## src/rtl/dct_pkg.sv

```systemverilog
// Shared constants for the DCT quantize/zigzag stage.
//   COEF_W / RECIP_W : default coefficient and reciprocal widths
//   ZZ[k]            : raster position (8*row+col) read at zigzag index k
//   QTAB[p]          : JPEG luma quantizer for raster position p
//   recip(q)         : round(65536/q), used to build the reciprocal ROMs
//   rd_state_t       : read-side FSM states
package dct_pkg;

   localparam int COEF_W  = 12;
   localparam int RECIP_W = 17;

   localparam logic [5:0] ZZ [64] = '{
       0,  1,  8, 16,  9,  2,  3, 10, 17, 24, 32, 25, 18, 11,  4,  5,
      12, 19, 26, 33, 40, 48, 41, 34, 27, 20, 13,  6,  7, 14, 21, 28,
      35, 42, 49, 56, 57, 50, 43, 36, 29, 22, 15, 23, 30, 37, 44, 51,
      58, 59, 52, 45, 38, 31, 39, 46, 53, 60, 61, 54, 47, 55, 62, 63};

   localparam int unsigned QTAB [64] = '{
      16,  11,  10,  16,  24,  40,  51,  61,
      12,  12,  14,  19,  26,  58,  60,  55,
      14,  13,  16,  24,  40,  57,  69,  56,
      14,  17,  22,  29,  51,  87,  80,  62,
      18,  22,  37,  56,  68, 109, 103,  77,
      24,  35,  55,  64,  81, 104, 113,  92,
      49,  64,  78,  87, 103, 121, 120, 101,
      72,  92,  95,  98, 112, 100, 103,  99};

   // Elaboration-time only: rounds to nearest so |c|*R stays close to 65536*|c|/Q.
   function automatic int unsigned recip(input int unsigned q);
      return (32'd65536 + q / 2) / q;
   endfunction

   typedef enum logic {IDLE, STREAM} rd_state_t;

endpackage

```

## src/rtl/zz_quant_lane.sv

```systemverilog
// One quantizer lane: q = sign(c) * ((|c|*R + 2^15) >> 16), registered.
// With DCT_QUANT_EN undefined the lane is a plain enabled register (c passes unchanged).
// Ports:
//   clk   : rising-edge clock
//   en    : load the output register this cycle
//   coef  : signed input coefficient
//   recip : reciprocal of the quantizer for this lane's raster position
//   q     : registered (quantized) coefficient
module zz_quant_lane #(
   parameter int COEF_W  = dct_pkg::COEF_W,
   parameter int RECIP_W = dct_pkg::RECIP_W
) (
   input  logic                      clk,
   input  logic                      en,
   input  logic signed [COEF_W-1:0]  coef,
   input  logic        [RECIP_W-1:0] recip,
   output logic signed [COEF_W-1:0]  q
);

`ifdef DCT_QUANT_EN
   localparam int PW = COEF_W + RECIP_W;

   logic              neg;
   logic [COEF_W-1:0] mag, qmag, qv;
   logic [PW-1:0]     prod, rnd;

   // Work on the magnitude so rounding is symmetric; -2^(W-1) maps to 2^(W-1) unsigned.
   assign neg  = coef[COEF_W-1];
   assign mag  = neg ? COEF_W'(-coef) : COEF_W'(coef);
   assign prod = PW'(mag) * PW'(recip);
   assign rnd  = prod + PW'(32'h8000);
   assign qmag = COEF_W'(rnd >> 16);
   assign qv   = neg ? -qmag : qmag;

   always_ff @(posedge clk)
      if (en) q <= qv;
`else
   logic unused_recip;
   assign unused_recip = ^recip;

   always_ff @(posedge clk)
      if (en) q <= coef;
`endif

endmodule

```

## src/rtl/dct_quant_zigzag.sv

```systemverilog
// Quantize 8-wide DCT rows into a ping-pong 8x8 buffer and stream the block out in zigzag order.
// Optional feature macro: DCT_QUANT_EN (defined = quantize, undefined = pass coefficients through).
// Ports:
//   i_clk, i_rst        : clock, synchronous active-high reset
//   i_valid, i_data0..7 : one row beat, i_dataN = column N
//   o_in_ready          : current write bank is not full (advisory)
//   o_overflow          : sticky, a beat arrived while the write bank was full
//   o_valid, i_ready    : output handshake
//   o_data, o_index     : coefficient and its zigzag index k
//   o_last              : high with k = 63
module dct_quant_zigzag #(
   parameter int COEF_W  = dct_pkg::COEF_W,
   parameter int RECIP_W = dct_pkg::RECIP_W
) (
   input  logic              i_clk,
   input  logic              i_rst,
   input  logic              i_valid,
   input  logic [COEF_W-1:0] i_data0,
   input  logic [COEF_W-1:0] i_data1,
   input  logic [COEF_W-1:0] i_data2,
   input  logic [COEF_W-1:0] i_data3,
   input  logic [COEF_W-1:0] i_data4,
   input  logic [COEF_W-1:0] i_data5,
   input  logic [COEF_W-1:0] i_data6,
   input  logic [COEF_W-1:0] i_data7,
   output logic              o_in_ready,
   output logic              o_overflow,
   output logic              o_valid,
   input  logic              i_ready,
   output logic [COEF_W-1:0] o_data,
   output logic [5:0]        o_index,
   output logic              o_last
);
   import dct_pkg::*;

   logic [7:0][COEF_W-1:0] din, qout;
   logic [1:0]             full;
   logic                   wr_bank, rd_bank, bank_q;
   logic [2:0]             wr_row, row_q;
   logic                   accept, wr_vld;
   logic [COEF_W-1:0]      mem [2][64];
   rd_state_t              state, state_nxt;
   logic [5:0]             k;
   logic                   xfer, blk_done;

   assign din        = {i_data7, i_data6, i_data5, i_data4, i_data3, i_data2, i_data1, i_data0};
   assign accept     = i_valid && !full[wr_bank];
   assign o_in_ready = !full[wr_bank];

   // Each column gets an 8-entry reciprocal ROM indexed by the row being written.
   for (genvar c = 0; c < 8; c++) begin : g_lane
      logic [7:0][RECIP_W-1:0] rlut;
      for (genvar r = 0; r < 8; r++) begin : g_row
         localparam int unsigned RV = recip(QTAB[8*r+c]);
         assign rlut[r] = RECIP_W'(RV);
      end
      zz_quant_lane #(.COEF_W(COEF_W), .RECIP_W(RECIP_W)) u_lane (
         .clk   (i_clk),
         .en    (accept),
         .coef  (din[c]),
         .recip (rlut[wr_row]),
         .q     (qout[c])
      );
   end

   // Write side: row/bank are captured alongside the lane registers and used one edge later.
   always_ff @(posedge i_clk) begin
      if (i_rst) begin
         wr_row     <= '0;
         wr_bank    <= 1'b0;
         wr_vld     <= 1'b0;
         row_q      <= '0;
         bank_q     <= 1'b0;
         o_overflow <= 1'b0;
      end else begin
         wr_vld <= accept;
         if (accept) begin
            row_q  <= wr_row;
            bank_q <= wr_bank;
            wr_row <= wr_row + 3'd1;
            if (wr_row == 3'd7) wr_bank <= ~wr_bank;
         end
         if (i_valid && full[wr_bank]) o_overflow <= 1'b1;
      end
   end

   always_ff @(posedge i_clk)
      if (wr_vld)
         for (int c = 0; c < 8; c++) mem[bank_q][{row_q, 3'(c)}] <= qout[c];

   // The writer only targets non-full banks and the reader only finishes full ones,
   // so the set and the clear never hit the same bank in one cycle.
   always_ff @(posedge i_clk) begin
      if (i_rst) full <= '0;
      else begin
         if (wr_vld && row_q == 3'd7) full[bank_q] <= 1'b1;
         if (blk_done)                full[rd_bank] <= 1'b0;
      end
   end

   // Read FSM: state register
   always_ff @(posedge i_clk) begin
      if (i_rst) begin
         state   <= IDLE;
         k       <= '0;
         rd_bank <= 1'b0;
      end else begin
         state <= state_nxt;
         if (xfer) begin
            k <= k + 6'd1;
            if (k == 6'd63) rd_bank <= ~rd_bank;
         end
      end
   end

   // Read FSM: next state
   always_comb begin
      state_nxt = state;
      case (state)
         IDLE:    if (full[rd_bank]) state_nxt = STREAM;
         STREAM:  if (blk_done) state_nxt = full[~rd_bank] ? STREAM : IDLE;
         default: state_nxt = IDLE;
      endcase
   end

   // Read FSM: outputs. The streamed bank is frozen while full, so o_data holds under stall.
   always_comb begin
      o_valid = 1'b0;
      o_data  = '0;
      o_index = '0;
      o_last  = 1'b0;
      if (state == STREAM) begin
         o_valid = 1'b1;
         o_data  = mem[rd_bank][ZZ[k]];
         o_index = k;
         o_last  = (k == 6'd63);
      end
   end

   assign xfer     = o_valid && i_ready;
   assign blk_done = xfer && (k == 6'd63);

endmodule

```

## config.mk

```make
export PLATFORM = sky130hd
export DESIGN_NAME = dct_quant_zigzag
export DESIGN_NICKNAME = d
export VERILOG_FILES = /design/src/rtl/dct_pkg.sv /design/src/rtl/zz_quant_lane.sv /design/src/rtl/dct_quant_zigzag.sv
export SDC_FILE = /design/constraint.sdc
export NUM_CORES = 2
export LEC_CHECK = 0
export ABC_AREA = 1
export CAP_MARGIN = 20
export CORE_ASPECT_RATIO = 1.1
export CORE_MARGIN = 3
export CORE_UTILIZATION = 60
export CTS_CLUSTER_SIZE = 24
export DETAILED_ROUTE_END_ITERATION = 8
export PLACE_DENSITY_LB_ADDON = 0.12
export SYNTH_ARGS = -nofsm -noshare
export SYNTH_HDL_FRONTEND = slang
export SYNTH_HIERARCHICAL = 1
export SYNTH_SLANG_ARGS = --single-unit
```

## constraint.sdc

```tcl
create_clock -name i_clk -period 9.05 [get_ports i_clk]
set_input_delay 1.3575 -clock i_clk [delete_from_list [all_inputs] [get_ports i_clk]]
set_output_delay 1.3575 -clock i_clk [all_outputs]
set_load 0.01 [all_outputs]
```

### After elaboration in Yosys (flattened, before gate mapping)

Memory sizes are Yosys's and may differ from the RTL's. A register that Yosys moved wholly into a read port is not among the register bits.
Index checks and enable logic that the tools add are counted.

| operators by class | value |
|---|---|
| add/sub/neg operators | 2 |
| magnitude comparators | 24 |
| eq/ne operators | 3 |
| muxes and demuxes | 5,429 |
| bitwise logic cells | 5,392 |
| reductions and logical operators | 18 |

Operator list:

| cell | number |
|---|---|
| $mux W768 | 8 |
| $mux W1 | 5,392 |
| $or A1 B1 Y1 | 5,376 |
| $demux W12 S6 | 8 |
| $mux W12 | 11 |
| $bmux W12 S6 | 1 |
| $ge A7 B7 Y1 const B | 10 |
| $not A6 Y7 | 10 |
| $lt A7 B1 Y1 const B | 8 |
| $mux W6 | 3 |
| $logic_and A1 B1 Y1 | 15 |
| $lt A1 B2 Y1 const B | 4 |
| $add A6 B1 Y6 const B | 1 |
| $eq A3 B3 Y1 const B | 2 |
| $eq A6 B6 Y1 const B | 1 |
| $mux W2 | 3 |
| $reduce_and A2 Y1 | 2 |
| $add A3 B1 Y3 const B | 1 |
| $not A1 Y1 | 3 |
| $and A2 B2 Y2 | 1 |
| $demux W1 S1 | 2 |
| $ge A1 B1 Y1 const B | 2 |
| $not A2 Y2 | 1 |
| $or A2 B2 Y2 | 1 |
| other kinds (2) | 2 |

| word-level totals | value |
|---|---|
| register bits after elaboration | 116 |
| RAM bits | 1,536 |
| bits in read-only memories | 384 |
| bits of input ports | 100 |
| word-level logic and storage cells | 10,888 |
| memories kept | 2 |

Memories:

| memory | words | width | rd ports | clocked after Yosys merged registers in | wr ports | RTL line | source |
|---|---|---|---|---|---|---|---|
| mem | 2 | 768 | 1 | 1 | 1 | dct_quant_zigzag.sv:41 | `logic [COEF_W-1:0] mem [2][64];` |
| (name not given) | 64 | 6 | 1 | 0 | 0 | dct_quant_zigzag.sv:134 | `o_data = mem[rd_bank][ZZ[k]];` |

### Logic depth before layout (Yosys ltp)

| depth | value |
|---|---|
| depth after elaboration | 13 |
| depth in mapped cells | 21 |
| mapped depth without buffers | 18 |

### By module

Netlist, hierarchy kept.

Modules (own cells, without submodules):

| module | instances | cells each | area an instance (um^2) | sequential area each (um^2) |
|---|---|---|---|---|
| dct_quant_zigzag | 1 | 5,534 | 71,182.0 | 48,026.1 |
| zz_quant_lane | 8 | 12 | 360.3 | 360.3 |

### Least setup slack after synthesis

No wires, ideal clock.

| path | value |
|---|---|
| path type | flip-flop to flip-flop |
| start point | register row_q[2] |
| end point | memory mem[1][0] (netlist bit) (enable) |
| arrival | 5.042 ns |
| required time | 8.497 ns |
| setup slack | 3.455 ns |
| cell stages (with the launch flop) | 6 |
| buffers on the path | 1 |
| period minus slack after synthesis | 5.595 ns |
| cell sequence | dfxtp_1 inv_1 nor3_1 clkinv_1 clkbuf_1 nor2_1 |

| between the ends | value |
|---|---|
| cells in the longest elaborated chain, start to end | 13 |
| elaborated cells on any way between the ends | 63 |
| those cells by class | order compare: 16; mux: 24; bitwise: 15; reduce/logical: 8 |

Ends and longest elaborated chain:

| item | RTL line | source |
|---|---|---|
| start, declared | dct_quant_zigzag.sv:39 | `logic [2:0] wr_row, row_q;` |
| start signal, assigned | dct_quant_zigzag.sv:78 | `row_q <= wr_row;` |
| $not A6 Y7 (implied by the code) | dct_quant_zigzag.sv:89 | `for (int c = 0; c < 8; c++) mem[bank_q][{row_q, 3'(c)}] <= qout[c];` |
| $ge A7 B7 Y1 (implied by the code) or $lt A7 B1 Y1 (tied branches) | dct_quant_zigzag.sv:89 |  |
| $logic_and A1 B1 Y1 (implied by the code) | dct_quant_zigzag.sv:89 |  |
| $mux W12 (implied by the code) | dct_quant_zigzag.sv:89 |  |
| $demux W12 S6 | dct_quant_zigzag.sv:89 |  |
| $mux W768 (implied by the code) | dct_quant_zigzag.sv:89 |  |
| $or A1 B1 Y1 (no line) (6 in a row) | -- |  |
| $or A1 B1 Y1 (no line) * | -- |  |
| end, declared | dct_quant_zigzag.sv:41 |  |

Mark *: on every way between the ends. The rest lies on a longest branch, timed or not.

### Final worst setup path

| path | value |
|---|---|
| start point | register k[1] |
| end point | output port o_data[6] |

| between the ends | value |
|---|---|
| cells in the longest elaborated chain, start to end | 9 |

Ends and longest elaborated chain:

| item | RTL line | source |
|---|---|---|
| start, declared | dct_quant_zigzag.sv:43 | `logic [5:0] k;` |
| start signal, assigned | dct_quant_zigzag.sv:110 | `k <= k + 6'd1;` |
| $not A6 Y7 (implied by the code) | dct_quant_zigzag.sv:134 |  |
| $mem_v2 Z64 W6 | -- |  |
| $mux W6 (implied by the code) (2 in a row) | dct_quant_zigzag.sv:134 |  |
| $not A6 Y7 (implied by the code) | dct_quant_zigzag.sv:134 |  |
| $bmux W12 S6 | dct_quant_zigzag.sv:134 |  |
| $mux W12 (implied by the code) (2 in a row) | dct_quant_zigzag.sv:134 |  |
| $mux W12 | dct_quant_zigzag.sv:132 | `if (state == STREAM) begin` |
| end, declared | dct_quant_zigzag.sv:30 | `output logic [COEF_W-1:0] o_data,` |

Every way passes these cells. The select of a mux whose other input is x is not followed.

==> out/summary.txt <==
Result of the run - complete, no violations
Insertion delay of the later-clocked pin in the worst-skew pair - 0.78 ns
Maximum number of pins on one net before global-route repair - 139
Unrepaired setup endpoints after global routing - false
Net Sw Power - 3.17 mW
Die area - 124,000 µm²
Wire length of the first global-routing pass - 295,000 µm
Fraction of power consumed by sequential logic - 55.7%
Global-route met2 utilization - 52.3%
Post-route ant nets - 0
Sequential standard cell area - 49,400 µm²
Number of warning messages in the yosys log - 6
Relative slew margins - 21.6%
Final count of hold timing violations - 0
Resized Gates After CTS - 0
Max-cap violations - 0
Proportion of layout cells with a drive suffix above 1 - 18.7%
DRT Wirelength - 200,000 µm
Proportion of total power due to net switching - 20.6%
Per-instance average area after synthesis - 13.2 µm²
Fill cell count - 8,383
Post-layout min period - 7.81 ns
GRT overflow - 0
Post-DP HPWL - 110,000 µm
Critical path fanouts, max - 79
Combinational share of power - 3.2%
Ports - 122
Clock root buffer - sky130_fd_sc_hd__clkbuf_16
Die height - 369 µm
Kind of capture point of the worst setup path - output port
Standard-cell rows - 132
Clock Sinks - 1,653
Largest clock skew in the final design - 0.0300 ns
Static leakage - 26.1 nW
Count of nets after finishing - 5,548
Post-Synthesis Cell Area - 72,100 µm²
PortBufs - 121
Antenna violations before repair - 6
Core region area - 118,000 µm²
Routed vias/inst - 6.61
Final Max Tran Viols - 0
Area of the multi-input gates - 20,700 µm²
Quantity of hold-fixing buffers added after cts - 0
Global-route total usage across every layer - 32.3%
Met1 GRT Util - 43.1%
Internal Power - 12.2 mW
DRC errors left - 0
Min Hold Slack - 0.485 ns
Met3 Resource Use GR - 5.60%
Starting density of the core - 60.9%
Cts bufs inserted - 160
DRC marker count from the first detailed-route iteration - 6,073
Average detailed-routed wire length per instance - 28.3 µm
Class of the most critical hold timing path - reg2reg
Kind of critical path - reg2out
Routability cong. - 0.839
Clock Pin Slew Worst Setup and Hold Paths - 0.07 ns
Worst EP required - 7.69 ns
Via Count - 46,867
TritonCTS clock tree - built
Clk pwr share - 41.1%
Peak ir drop on the vdd network - 201 µV
Maximum clock insertion buffer count - 3
Length of the first detailed-routing pass in iterations - 6
Vias in the first global route - 46,809
Busiest metal layer after global routing - met2
Final-layout setup total negative slack - 0 ns
# setup viols final - 0
Synthesized netlist cell count - 5,441
DIE WIDTH - 336 µm
Fin crit share - 86.3%
Timing-limited maximum frequency - 0.128 GHz
Power density normalized to cell area - 193 nW/µm²
Worst Tran Pin Value - 1.18 ns
Crit path arrival time - 6.46 ns
Post-CTS setup buffers - 0
Depth of the CTS H-tree - 4
Post-synthesis to final-layout area growth - 10.3%
Total nets after synthesis - 5,556
Type of origin of the critical path - register
## final timing paths
check,start,endpoint,slack (ns),cells after the start
hold / removal,o_overflow$_SDFFE_PP0P_,o_overflow$_SDFFE_PP0P_,0.49,2
hold reg to reg,o_overflow$_SDFFE_PP0P_,o_overflow$_SDFFE_PP0P_,0.49,2
setup / recovery,k[1]$_SDFFE_PP0P_,o_data[6],1.24,19
setup reg to reg,wr_vld$_SDFF_PP0_,mem[1][105]$_DFFE_PP_,5.08,7
## per-stage QoR
step / power, mW / setup WS (ns) / instance area, µm² / instances / util (%)
2_1_floorplan: 8.95 / 3.45 / 72100 / 5441 / -
3_3_place_gp: 9.17 / 2.34 / 74500 / 6808 / 62.9
3_5_place_dp: 9.19 / 2.24 / 74500 / 6808 / 62.9
4_1_cts: 15.4 / 1.38 / 79400 / 7085 / 67.0
5_1_grt: 15.8 / 0.982 / 79500 / 7089 / 67.1
6_report: 15.4 / 1.24 / 79500 / 7091 / 67.1
## power by group through the flow
stage	registers [mW]	logic, mW	clock network, mW
2_1_floorplan	8.70	0.248	0
3_3_place_gp	8.72	0.453	0
3_5_place_dp	8.72	0.474	0
4_1_cts	8.56	0.477	6.35
5_1_grt	8.56	0.525	6.67
6_report	8.56	0.485	6.31
## critical path, stage by stage, from the launching register on
cell	delay (ns)
sky130_fd_sc_hd__dfxtp_1	0.51
sky130_fd_sc_hd__inv_1	0.25
sky130_fd_sc_hd__ha_1	0.40
sky130_fd_sc_hd__inv_1	0.08
sky130_fd_sc_hd__nand2_2	0.09
sky130_fd_sc_hd__nand3_1	0.08
sky130_fd_sc_hd__nand2_1	0.10
sky130_fd_sc_hd__nand2_1	0.12
sky130_fd_sc_hd__nand2_8	0.49
sky130_fd_sc_hd__nand2_8	0.36
sky130_fd_sc_hd__inv_4	0.81
sky130_fd_sc_hd__nand2_1	0.11
sky130_fd_sc_hd__nand3_1	0.11
sky130_fd_sc_hd__nand3_1	0.09
sky130_fd_sc_hd__nand3_1	0.11
sky130_fd_sc_hd__nand2_1	0.05
sky130_fd_sc_hd__nor2_1	0.11
sky130_fd_sc_hd__nor2_1	0.09
sky130_fd_sc_hd__nor2_1	0.81
sky130_fd_sc_hd__clkdlybuf4s50_1	0.71
## cell usage in the layout, fill, tap and decap left out, types with 4 or more instances in the layout
cell,n
sky130_fd_sc_hd__inv_2,6
sky130_fd_sc_hd__clkinv_2,21
sky130_fd_sc_hd__nand2_1,691
sky130_fd_sc_hd__buf_16,4
sky130_fd_sc_hd__clkinv_1,34
sky130_fd_sc_hd__buf_12,13
sky130_fd_sc_hd__bufinv_16,6
sky130_fd_sc_hd__clkbuf_16,167
sky130_fd_sc_hd__nand2_8,4
sky130_fd_sc_hd__ha_1,15
sky130_fd_sc_hd__nor2_1,83
sky130_fd_sc_hd__mux2i_1,67
sky130_fd_sc_hd__clkdlybuf4s50_1,121
sky130_fd_sc_hd__clkbuf_1,41
sky130_fd_sc_hd__nand3_1,878
sky130_fd_sc_hd__mux2_2,698
sky130_fd_sc_hd__inv_1,118
sky130_fd_sc_hd__dfxtp_1,20
sky130_fd_sc_hd__nor2_4,17
sky130_fd_sc_hd__buf_4,72
sky130_fd_sc_hd__o21ai_1,8
sky130_fd_sc_hd__a21oi_1,34
sky130_fd_sc_hd__nor3_1,6
sky130_fd_sc_hd__o21ai_0,692
sky130_fd_sc_hd__clkinvlp_4,5
sky130_fd_sc_hd__nand2_4,7
sky130_fd_sc_hd__edfxtp_1,1632
sky130_fd_sc_hd__o211ai_1,60
## routing by layer
| layer | vias up | routed length [µm] | share of wire [%] |
|---|---|---|---|
| met4 | 2 | 9140 | 4.6 |
| met2 | 2685 | 96300 | 48 |
| li1 | 20269 | - | - |
| met3 | 456 | 20400 | 10 |
| met1 | 23455 | 74500 | 37 |
| met5 | - | 8 | 0.0040 |
## registers in the layout, indices dropped and copies added, names as in the netlist, 2 cells and up, named ones only
name             flops
mem               1536
g_lane.u_lane/q     96
k                    6
row_q                3
wr_row               3
full                 2
## cell type report
type	count	area share (%)
timing repair buffer	210	2.67
clock buffer	210	5.48
antenna	2	0.00629
sequential	1653	62.2
inverter	132	0.640
tap	1541	2.43
clock inverter	67	0.620
multi-input combinational	3276	26.0
No activity file was read; power rests on OpenSTA's default activity.
